`src/rtl/sdram_tester.sv`:
```
// sdram_tester: writes a seed-derived pattern over a block of SDRAM words through
// a four-phase request/response handshake, reads the block back, and counts
// the mismatches. Every output comes straight from a register.
module sdram_tester #(
  parameter int COUNT_WIDTH = 16
) (
  input  logic                   osc_50,
  input  logic                   reset_50m_n,
  input  logic                   start,
  input  logic [24:0]            base_address,
  input  logic [COUNT_WIDTH-1:0] word_count,
  input  logic [31:0]            seed,
  output logic                   busy,
  output logic                   done,
  output logic [COUNT_WIDTH-1:0] error_count,
  output logic [24:0]            first_error_address,
  output logic                   sdram_command,
  output logic                   sdram_write,
  output logic [24:0]            sdram_address,
  output logic [31:0]            sdram_data_write,
  input  logic                   sdram_response,
  input  logic [31:0]            sdram_data_read
);

  typedef enum logic [2:0] {IDLE, SYNC, WREQ, WREL, RREQ, RREL, FIN} state_t;

  state_t                 r_state, w_state_nxt;
  logic [24:0]            r_base;
  logic [COUNT_WIDTH-1:0] r_count, r_index, r_err_cnt;
  logic [31:0]            r_seed;
  logic                   r_busy, r_done, r_cmd, r_wr;
  logic [24:0]            r_addr, r_first_err;
  logic [31:0]            r_wdata;

  logic                   w_accept, w_last, w_advance, w_issue, w_ack, w_mismatch;
  logic [COUNT_WIDTH-1:0] w_index_nxt;
  logic [24:0]            w_req_addr;
  logic [31:0]            w_exp;

  // Start is only honoured in IDLE; a zero-length run skips straight to FIN.
  assign w_accept    = (r_state == IDLE) && start && (word_count != '0);
  assign w_last      = (r_index == r_count - COUNT_WIDTH'(1));
  // Index moves on once the controller has released the previous response.
  assign w_advance   = ((r_state == WREL) || (r_state == RREL)) && !sdram_response;
  assign w_index_nxt = w_advance ? (w_last ? '0 : r_index + COUNT_WIDTH'(1)) : r_index;
  // Address wraps naturally at 2^25 through the 25-bit add.
  assign w_req_addr  = r_base + 25'(w_index_nxt);
  assign w_issue     = ((w_state_nxt == WREQ) && (r_state != WREQ)) ||
                       ((w_state_nxt == RREQ) && (r_state != RREQ));
  assign w_ack       = ((r_state == WREQ) || (r_state == RREQ)) && sdram_response;
  assign w_exp       = r_seed ^ {7'b0, r_addr};
  assign w_mismatch  = (r_state == RREQ) && sdram_response && (sdram_data_read != w_exp);

  // State register.
  always_ff @(posedge osc_50 or negedge reset_50m_n) begin
    if (!reset_50m_n) r_state <= IDLE;
    else              r_state <= w_state_nxt;
  end

  // Next-state logic; SYNC keeps new requests off the bus until a stale
  // response (e.g. one left over across a reset) has dropped.
  always_comb begin
    w_state_nxt = r_state;
    case (r_state)
      IDLE:    if (start) w_state_nxt = (word_count == '0) ? FIN : SYNC;
      SYNC:    if (!sdram_response) w_state_nxt = WREQ;
      WREQ:    if (sdram_response) w_state_nxt = WREL;
      WREL:    if (!sdram_response) w_state_nxt = w_last ? RREQ : WREQ;
      RREQ:    if (sdram_response) w_state_nxt = RREL;
      RREL:    if (!sdram_response) w_state_nxt = w_last ? FIN : RREQ;
      FIN:     w_state_nxt = IDLE;
      default: w_state_nxt = IDLE;
    endcase
  end

  // Registered datapath: run parameters, request outputs, status and error tally.
  always_ff @(posedge osc_50 or negedge reset_50m_n) begin
    if (!reset_50m_n) begin
      r_base      <= '0;
      r_count     <= '0;
      r_seed      <= '0;
      r_index     <= '0;
      r_busy      <= 1'b0;
      r_done      <= 1'b0;
      r_cmd       <= 1'b0;
      r_wr        <= 1'b0;
      r_addr      <= '0;
      r_wdata     <= '0;
      r_err_cnt   <= '0;
      r_first_err <= '0;
    end else begin
      r_busy  <= (w_state_nxt != IDLE);
      r_done  <= (r_state == FIN);
      r_index <= w_index_nxt;
      if (w_accept) begin
        r_base      <= base_address;
        r_count     <= word_count;
        r_seed      <= seed;
        r_err_cnt   <= '0;
        r_first_err <= '0;
        r_index     <= '0;
      end
      if (w_issue) begin
        r_cmd   <= 1'b1;
        r_wr    <= (w_state_nxt == WREQ);
        r_addr  <= w_req_addr;
        r_wdata <= r_seed ^ {7'b0, w_req_addr};
      end else if (w_ack) begin
        r_cmd <= 1'b0;
      end
      if (w_mismatch) begin
        if (r_err_cnt != '1) r_err_cnt <= r_err_cnt + COUNT_WIDTH'(1);
        if (r_err_cnt == '0) r_first_err <= r_addr;
      end
    end
  end

  assign busy                = r_busy;
  assign done                = r_done;
  assign error_count         = r_err_cnt;
  assign first_error_address = r_first_err;
  assign sdram_command       = r_cmd;
  assign sdram_write         = r_wr;
  assign sdram_address       = r_addr;
  assign sdram_data_write    = r_wdata;

endmodule

```
`config.mk`:
```
export PLATFORM = sky130hd
export DESIGN_NAME = sdram_tester
export DESIGN_NICKNAME = d
export VERILOG_FILES = /design/src/rtl/sdram_tester.sv
export SDC_FILE = /design/constraint.sdc
export NUM_CORES = 1
export LEC_CHECK = 0
export ABC_AREA = 1
export BUFFER_PORTS_ARGS = -buffer_cell sky130_fd_sc_hd__buf_2
export CAP_MARGIN = 20
export CORE_MARGIN = 2
export CORE_UTILIZATION = 43
export CTS_CLUSTER_DIAMETER = 80
export DETAILED_ROUTE_END_ITERATION = 16
export PLACE_DENSITY_LB_ADDON = 0.1
export SETUP_SLACK_MARGIN = 0.3
export SYNTH_ARGS = -nofsm -noshare
export SYNTH_HDL_FRONTEND = slang
export SYNTH_SLANG_ARGS = --single-unit
```
`constraint.sdc`:
```
create_clock -name osc_50 -period 12.6 [get_ports osc_50]
set_input_delay 2.52 -clock osc_50 [delete_from_list [all_inputs] [get_ports osc_50]]
set_output_delay 2.52 -clock osc_50 [all_outputs]
set_load 0.02 [all_outputs]
```
# --- Word-level counts from Yosys, hierarchy flattened ---
# Index checks and enable logic that the tools add are counted.
word_totals:
  register_bits: 194
  latchBits: 0
  ramBits: 0
  mem_bits_ro: 0
  input_bits: 109
  out_inout_bits: 102
  elab_cells: 71
  n_memories: 0
classes:
  add_sub_neg: 4
  mul: 0
  div: 0
  n_lt_le_gt_ge: 0
  n_eq_ne: 13
  shifts: 0
  mux: 21
  n_bitwise: 2
  reduce_logical: 18
op_table:
  columns: ["operator", "count"]
  rows:
  - ["$mux W16", 6]
  - ["$mux W25", 3]
  - ["$xor A32 B25 Y32", 2]
  - ["$add A16 B1 Y16 const B", 2]
  - ["$logic_not A16 Y1", 2]
  - ["$ne A32 B32 Y1", 1]
  - ["$add A25 B16 Y25", 1]
  - ["$mux W3", 8]
  - ["$pmux W3 S6", 1]
  - ["$eq A16 B16 Y1", 1]
  - ["$ne A16 B16 Y1 const B", 1]
  - ["$reduce_bool A16 Y1", 1]
  - ["$sub A16 B1 Y16 const B", 1]
  - ["$eq A3 B3 Y1 const B", 4]
  - ["$eq A3 B2 Y1 const B", 3]
  - ["$logic_and A1 B1 Y1", 8]
  - ["$eq A3 B1 Y1 const B", 1]
  - ["$logic_not A3 Y1", 1]
  - ["$logic_or A1 B1 Y1", 3]
  - ["$ne A3 B2 Y1 const B", 1]
  - ["$ne A3 B3 Y1 const B", 1]
  - ["$reduce_bool A3 Y1", 1]
  - ["$mux W1", 2]
  - ["$mux W2", 1]
  - ["other kinds (2)", 2]

# --- Longest topological paths before layout ---
# Gate-level depths: netlist (run 1).
logic_depth:
  ltp_word: 9
  mapped_depth: 32
  depth_no_buf: 32

# --- Worst setup path after synthesis (run 1) ---
# OpenSTA, ideal clock, no wires.
synth_path:
  path_kind: "input to register"
  from: "input sdram_response"
  to: "register r_wdata[18] (netlist: sdram_data_write[18])"
  setup_time_ns: 0.117
  arrival_time_ns: 5.318
  t_required_ns: 12.483
  slack_ns: 7.165
  stages: 21
  n_path_buf: 1
  cell_sequence: "inv_1 > nand3_1 > nor2_1 > clkbuf_1 > nor3_1 > ha_1 > nand3_1 > nand2_1 > nand2_1 > o21ai_0 > a21boi_0 > inv_1 > nand2_1 > nand2_1 > nand3_1 > xor2_1 > inv_1 > nand2_1 > nand2_1 > nand2_1 > nand2_1"
synth_via:
  elab_chain_cells: 5
  elab_cells_between_ends: 16
  cone_classes: "add/sub: 1; eq/ne: 2; mux: 7; bitwise: 1; reduce/logical: 5"
synth_lines:
  columns: ["item", "line_no", "text"]
  rows:
  - ["start, declared", "21", "input logic sdram_response,"]
  - ["$logic_not A1 Y1, or another cell as far along", null, null]
  - ["$logic_and A1 B1 Y1 or $pmux W3 S6 (tied branches)", "44, 64", null]
  - ["$mux W16, or another cell as far along", "45", "assign w_index_nxt = w_advance ? (w_last ? '0 : r_index + COUNT_WIDTH'(1)) : r_index;"]
  - ["$add A25 B16 Y25, or another cell as far along", "47", "assign w_req_addr = r_base + 25'(w_index_nxt);"]
  - ["$xor A32 B25 Y32 or $logic_or A1 B1 Y1 (tied branches)", "107, 48", null]
  - ["end signal, assigned", "107", "r_wdata <= r_seed ^ {7'b0, w_req_addr};"]
  - ["end, declared", "33", "logic [31:0] r_wdata;"]
# Several ways; a longest one is shown, not always the timed one.
# A chain may end at the register's enable or synchronous reset.

# --- Worst setup path in the final report (run 1) ---
# Same ends and word-level chain as after synthesis.

==> metrics.txt, run 1 <==
Max-cap violations=0; Post-synth ARST share=1.00; total global-route track usage=0.242; Final nets=1853; Final setup viols=0; TritonCTS Sinks=194; Netlist Area Pre-Place=0.0116 mm^2; Port Buffers=210; first-pass GRT wire length=54000 um; syn nets=1669; initial antenna violation count=2; DR vias=10500; Worst Path Required=12.93 ns; crit share post-route=0.436; TritonCTS clock tree=yes; #FFs+latches synth=194; Yosys top cell area share=0.420; Top FF cell, synth=dfrtp_1; core area=0.0267 mm^2; kind of critical path=primary input to flip-flop; DIE HEIGHT=168 um; Final Instance Area=0.0135 mm^2; area grow syn2layout=16.7%; YS warnings=0; Die W=168 um; Initial Utilization=0.434; Post-CTS Hold Fix Bufs=0; number of synthesized flops with an enable pin=0; Post-Synthesis Cells=1539; Sw Ratio=0.459; startpoint types=primary input; worst rel slew slack=0.352; Int Power=1.61 mW; Sum Neg Setup Slack=0 ns; count leader, synth=nand2_1; share of cells above drive strength 1=0.172; skew final=0.0150 ns; syn_area_per_cell=7.52 um^2; post-synthesis sequential area ratio=0.420; Die ar.=0.0282 mm^2; HPWL Detailed=24500 um; RePlAce Congestion=0.897; drt via density=5.06; largest net degree at the start of global routing=89; Cell Area, Placed=0.0129 mm^2; Clock Tree Buf Depth=2; Placement Rows=60; worst-skew pair later-pin latency=0.44 ns; clock-pin slew on the worst setup and hold paths=0.08 ns; Post-route DRC=0; pin slew with the least headroom to its limit=0.972 ns; Post-CTS Setup Bufs=0; Worst VDD drop=0.103 mV; RSZ-0062 raised after global routing=false; Seq pwr share=0.359; WL final=33700 um; Clk pwr share=0.190; WL per Instance=16.2 um; CP arrival=5.83 ns; Hold Path Class=flip-flop to flip-flop; clock root cell=clkbuf_16; CTS H-Tree Depth=4; vias in the first global route=9923; Area contributors post-synth=dfrtp_1 (42%), nand2_1 (16%), nand3_1 (5.3%), inv_1 (5.3%), xor2_1 (5.2%); Min Clock Period, post-route=5.50 ns; post-CTS resize count=0; total gr overflow=0; Inserted Clock Buffers=17; Distinct cells, synth=42; hold slack=0.508 ns; CP Max Fanout=5; DRT antenna net count=0; sw power=1.37 mW; max-slew violations=0; Leak=7.01 nW; Fin. Hold Viols=0; Post-synth top cells=nand2_1 (492), dfrtp_1 (194), inv_1 (163); area leader, netlist=dfrtp_1; DR iter-0 viols=756; pwr/cell area=220 mW/mm^2; status=finished clean; Util after Layout=0.507; I/O pins=211; drt first pass iters=5; max frequency=182 MHz; Logic pwr share=0.452; Crit. End Element=flip-flop
layout by cell type (no fill, tap or decap), drive strengths merged, types with 3 or more instances in the layout:
| master | count |
|---|---|
| o21ai | 86 |
| xor2 | 69 |
| nor2 | 116 |
| buf | 219 |
| mux2 | 25 |
| or2 | 3 |
| nand3 | 124 |
| ha | 20 |
| nand3b | 7 |
| xnor2 | 56 |
| o31ai | 4 |
| clkinv | 5 |
| nor4 | 26 |
| clkbuf | 18 |
| and2 | 4 |
| nand4 | 20 |
| a21oi | 26 |
| inv | 175 |
| nor3 | 27 |
| dfrtp | 194 |
| nand2 | 495 |
critical path: stages:
cell and delay, ns:
buf_2 0.13, nor2_1 0.17, nand3_1 0.12, nor2_1 0.14, nand2_1 0.11, nor2_1 0.21, nand2_1 0.12, nor2_1 0.14
nand2_1 0.08, nor2_1 0.12, xnor2_1 0.16, nor2_1 0.08, ha_1 0.39, nand2_1 0.11, nor3_1 0.36, nand2_1 0.09
nand2_1 0.11, nand3_1 0.10, xor2_1 0.24, inv_1 0.08, nand2_1 0.08, nand2_1 0.05, nand2_1 0.06, nand2_1 0.05
metal layers:
| layer | wire, um | vias to the layer above | global-route usage |
|---|---|---|---|
| met1 | 16600 | 4956 | 0.352 |
| met5 | 0 | - | 0 |
| li1 | - | 5285 | - |
| met3 | 1260 | 32 | 0.0301 |
| met2 | 15200 | 251 | 0.384 |
| met4 | 584 | 0 | 0.0647 |
power groups by stage:
stage                     sequential (mW)  clock [mW]  combinational (mW)
after floorplan                      1.10           0               0.910
after global placement               1.07           0                1.33
after detailed placement             1.07           0                1.35
after CTS                            1.07       0.578                1.35
after global routing                 1.09       0.599                1.53
final                                1.07       0.564                1.34
cell families (layout without fill, tap and decap cells):
logic type,count (synthesis),in the layout,share of synthesized area
mux,25,25,0.0243
other cells,0,2,0
compound gates,130,130,0.0609
flops,194,194,0.420
fa+ha+maj,21,21,0.0234
xor+xnor,126,126,0.0966
buf+inv,221,418,0.0752
simple gates,822,822,0.300
registers in the layout (all words and copies together), names as in the netlist:
| register | cells |
|---|---|
| r_seed | 32 |
| sdram_data_write | 32 |
| first_error_address | 25 |
| r_base | 25 |
| sdram_address | 25 |
| error_count | 16 |
| r_count | 16 |
| r_index | 16 |
| r_state | 3 |
| busy | 1 |
| done | 1 |
| sdram_command | 1 |
| sdram_write | 1 |
area by class of cell:
class / count / area [um^2]
clock buffer: 17 / 425
inverter: 166 / 626
clock inverter: 15 / 180
multi-input combinational: 1124 / 5860
fill: 2698 / 13100
antenna: 2 / 5.00
tap: 341 / 427
sequential: 194 / 4850
timing repair buffer: 220 / 1130
per-stage QoR:
step	cells	total power [mW]	worst slack, ns
6_report	2079	2.98	7.10
5_1_grt	2079	3.22	6.61
4_1_cts	2077	3.00	7.12
3_5_place_dp	2045	2.42	6.68
3_3_place_gp	2045	2.40	6.79
2_1_floorplan	1539	2.01	7.17
worst paths after layout:
kind	start	end	slack, ns	depth (start not counted)
setup / recovery	sdram_response	sdram_data_write[18]$_DFFE_PN0P_	7.10	24
hold / removal	sdram_data_write[24]$_DFFE_PN0P_	sdram_data_write[24]$_DFFE_PN0P_	0.51	2
setup reg to reg	r_count[0]$_DFFE_PN0P_	sdram_data_write[18]$_DFFE_PN0P_	7.83	31
hold reg to reg	sdram_data_write[24]$_DFFE_PN0P_	sdram_data_write[24]$_DFFE_PN0P_	0.51	2
max in group asynchronous	reset_50m_n	r_seed[21]$_DFFE_PN0P_	9.17	2
min in group asynchronous	reset_50m_n	error_count[3]$_DFF_PN0_	2.05	1
Note: power is estimated with default switching activity, not from simulation.
==> inputs of run 2 (changes only) <==
- clock period: 12.6 -> 5.7 ns (I/O delays scaled with it)
==> run 2 against run 1 <==
  * Clock-buffer cell count unchanged
  * Global-route usage increased by 0.43 points
  * Via count increased by 0.28%
  * Worst hold slack got worse by 0.0087 ns
  * Critical endpoint is now sdram_data_write[22]$_DFFE_PN0P_
  * Largest cell class unchanged
  * Non-clock buffer count unchanged
  * Worst setup slack got worse by 5.9 ns
==> metrics.txt, run 2 (synthesis results as in run 1) <==
fill cell count=2703 (was 2698); Worst Hold Depth=2 (unchanged); Final Instance Area=0.0135 mm^2 (about the same); I/O pins=211 (unchanged); Sw Ratio=0.461 (was 0.459); total global-route track usage=0.247 (was 0.242); Int Power=3.57 mW (was 1.61 mW); Min Clock Period, post-route=4.54 ns; CP Max Fanout=18 (was 5); core area=0.0267 mm^2 (unchanged); max-slew violations=0 (unchanged); Initial Utilization=0.434 (unchanged); Max-cap violations=0 (unchanged); Placement Rows=60 (unchanged); Crit-path slowest cell=dfrtp_1 (was ha_1); Die ar.=0.0282 mm^2 (unchanged); sw power=3.05 mW (was 1.37 mW); total power=6.62 mW (was 2.98 mW); Crit. End Element=flip-flop (unchanged); WP buf/inv=3 (was 2); skew final=0.0182 ns (was 0.0150 ns); Clk pwr share=0.190 (about the same); drt first pass iters=7 (was 5); Cell Area, Placed=0.0129 mm^2 (about the same); Final Non-Filler Cells=2079 (unchanged); worst r2r src=r_count[0]$_DFFE_PN0P_ (unchanged); Leak=7.02 nW (was 7.01 nW); Worst VDD drop=0.187 mV (was 0.103 mV); crit share post-route=0.797; Worst Path Required=6.04 ns (was 12.93 ns); hold slack=0.500 ns (was 0.508 ns); Sum Neg Setup Slack=0 ns (unchanged); Final setup viols=0 (unchanged); status=finished clean (unchanged); total gr overflow=0 (unchanged); DIE HEIGHT=168 um (unchanged); initial antenna violation count=2 (unchanged); Min-Delay Startpoint=r_base[13]$_DFFE_PN0P_ (was sdram_data_write[24]$_DFFE_PN0P_); Inserted Clock Buffers=17 (unchanged); share of cells above drive strength 1=0.172 (unchanged); Port Buffers=210 (unchanged); Worst R2R End=sdram_data_write[22]$_DFFE_PN0P_ (was sdram_data_write[18]$_DFFE_PN0P_); RePlAce Congestion=0.931 (was 0.897); pwr/cell area=489 mW/mm^2 (was 220 mW/mm^2); Fin. Hold Viols=0 (unchanged); HPWL Detailed=25100 um (was 24500 um); area grow syn2layout=17.0% (was 16.7%); DRT antenna net count=0 (unchanged); DR vias=10600 (was 10500); Die W=168 um (unchanged); Clock Tree Buf Depth=2 (unchanged); DR iter-0 viols=888 (was 756); CTS H-Tree Depth=4 (unchanged); startpoint types=flip-flop (was primary input); RSZ-0062 raised after global routing=false (unchanged); kind of critical path=flip-flop to flip-flop (was primary input to flip-flop); Logic pwr share=0.456 (was 0.452); most used cell, CP=nand2_1 (unchanged); post-CTS resize count=0 (unchanged); Post-route DRC=0 (unchanged); commonest non-fill, non-tap cells in the layout=nand2_1 (490), buf_2 (209), dfrtp_1 (194), inv_1 (163), nand3_1 (122) (unchanged); clock-pin slew on the worst setup and hold paths=0.08 ns (about the same); WL final=34100 um (was 33700 um); CP delay by family, top=simple AND/OR/NAND/NOR gates (unchanged); worst rel slew slack=0.360 (was 0.352); Post-CTS Setup Bufs=0 (unchanged); first-pass GRT wire length=54800 um (was 54000 um); Register Area=0.00485 mm^2 (unchanged); FF-to-FF setup slack=1.16 ns (was 7.83 ns); critical-path cell list=inv_2 -> ha_1 -> nand2_2 -> nor2_4 -> nand3_1 -> nand2_1 -> nand3_1 -> nor3_1 -> nand3_1 -> nor2_1 -> buf_4 -> nor3_1 -> ha_1 -> nand3_1 -> nand2_1 -> nand2_1 -> o21ai_0 -> a21boi_0 -> inv_1 -> a21oi_1 -> nor3_1 -> xnor3_1 -> nand2_1 -> nand2_1 (was buf_2 -> nor2_1 -> nand3_1 -> nor2_1 -> nand2_1 -> nor2_1 -> nand2_1 -> nor2_1 -> nand2_1 -> nor2_1 -> xnor2_1 -> nor2_1 -> ha_1 -> nand2_1 -> nor3_1 -> nand2_1 -> nand2_1 -> nand3_1 -> xor2_1 -> inv_1 -> nand2_1 -> nand2_1 -> nand2_1 -> nand2_1); largest net degree at the start of global routing=115 (was 89); Seq pwr share=0.354 (was 0.359); CP arrival=4.88 ns (was 5.83 ns); DP Cell Count=2045 (unchanged); slowest stage delay, CP=0.41 ns (was 0.39 ns); TritonCTS clock tree=yes (unchanged); pin slew with the least headroom to its limit=0.960 ns (was 0.972 ns); Post-CTS Hold Fix Bufs=0 (unchanged); area of the multi-input gates=0.00586 mm^2 (unchanged); vias in the first global route=9964 (was 9923); Critical Path Stages=24 (unchanged); worst-skew pair later-pin latency=0.45 ns (was 0.44 ns); Final nets=1853 (unchanged); max frequency=220 MHz; TritonCTS Sinks=194 (unchanged); drt via density=5.08 (was 5.06); R2R depth=24 (was 31); WL per Instance=16.4 um (was 16.2 um); commonest non-fill, non-tap cell in the layout=nand2_1 (unchanged); Hold Path Class=flip-flop to flip-flop (unchanged); clock root cell=clkbuf_16 (unchanged); hold path endpoint=r_base[13]$_DFFE_PN0P_ (was sdram_data_write[24]$_DFFE_PN0P_)
-- run 2: final cells by class --
type | count | share of cell area
Multi-Input combinational cell | 1124 | 0.433
Sequential cell | 194 | 0.359
Timing Repair Buffer | 220 | 0.0857
Inverter | 166 | 0.0462
Tap cell | 341 | 0.0315
Clock buffer | 17 | 0.0314
Clock inverter | 15 | 0.0136
Antenna cell | 2 | 0.000370
-- run 2: how the worst max path moves through the flow --
stage,startpoint,to,slack (ns)
after global routing,r_count[0]$_DFFE_PN0P_,sdram_data_write[18]$_DFFE_PN0P_,0.51
after detailed placement,sdram_response,sdram_data_write[21]$_DFFE_PN0P_,1.10
after CTS,r_count[0]$_DFFE_PN0P_,sdram_data_write[22]$_DFFE_PN0P_,1.17
after floorplan,r_count[0]$_DFFE_PN0P_,sdram_data_write[18]$_DFFE_PN0P_,1.48
after global placement,sdram_response,sdram_data_write[21]$_DFFE_PN0P_,1.05
final,r_count[0]$_DFFE_PN0P_,sdram_data_write[22]$_DFFE_PN0P_,1.16
-- run 2: worst register-to-register path: cells and delay by family (launching register included) --
| kind | cells | cell delay, ns |
|---|---|---|
| buffers and inverters | 3 | 0.48 |
| adders and majority gates | 2 | 0.63 |
| and+or+nand+nor | 15 | 1.96 |
| DFF | 1 | 0.41 |
| AOI/OAI and AO/OA | 3 | 0.67 |
| xor gates and xnor gates | 1 | 0.28 |
-- run 2: stage by stage --
step,worst slack [ns],utilization
floorplan,1.48,-
detailed placement,1.10,0.485
CTS,1.17,0.508
finish,1.16,0.508
global route,0.514,0.508
global placement,1.05,0.485
-- run 2: routing by layer --
metal | up-vias | wire length, um | global-route usage
li1 | 5259 | - | -
met1 | 4956 | 16400 | 0.357
met2 | 295 | 15400 | 0.388
met3 | 43 | 1580 | 0.0308
met4 | 0 | 721 | 0.0730
met5 | - | 0 | 0
-- run 2: power by group through the flow --
stage | Clock, mW | Combinational [mW] | Sequential [mW]
after floorplan | 0 | 2.01 | 2.43
after global placement | 0 | 2.98 | 2.36
after detailed placement | 0 | 3.00 | 2.37
after CTS | 1.28 | 3.02 | 2.34
after global routing | 1.34 | 3.42 | 2.41
final | 1.26 | 3.01 | 2.34
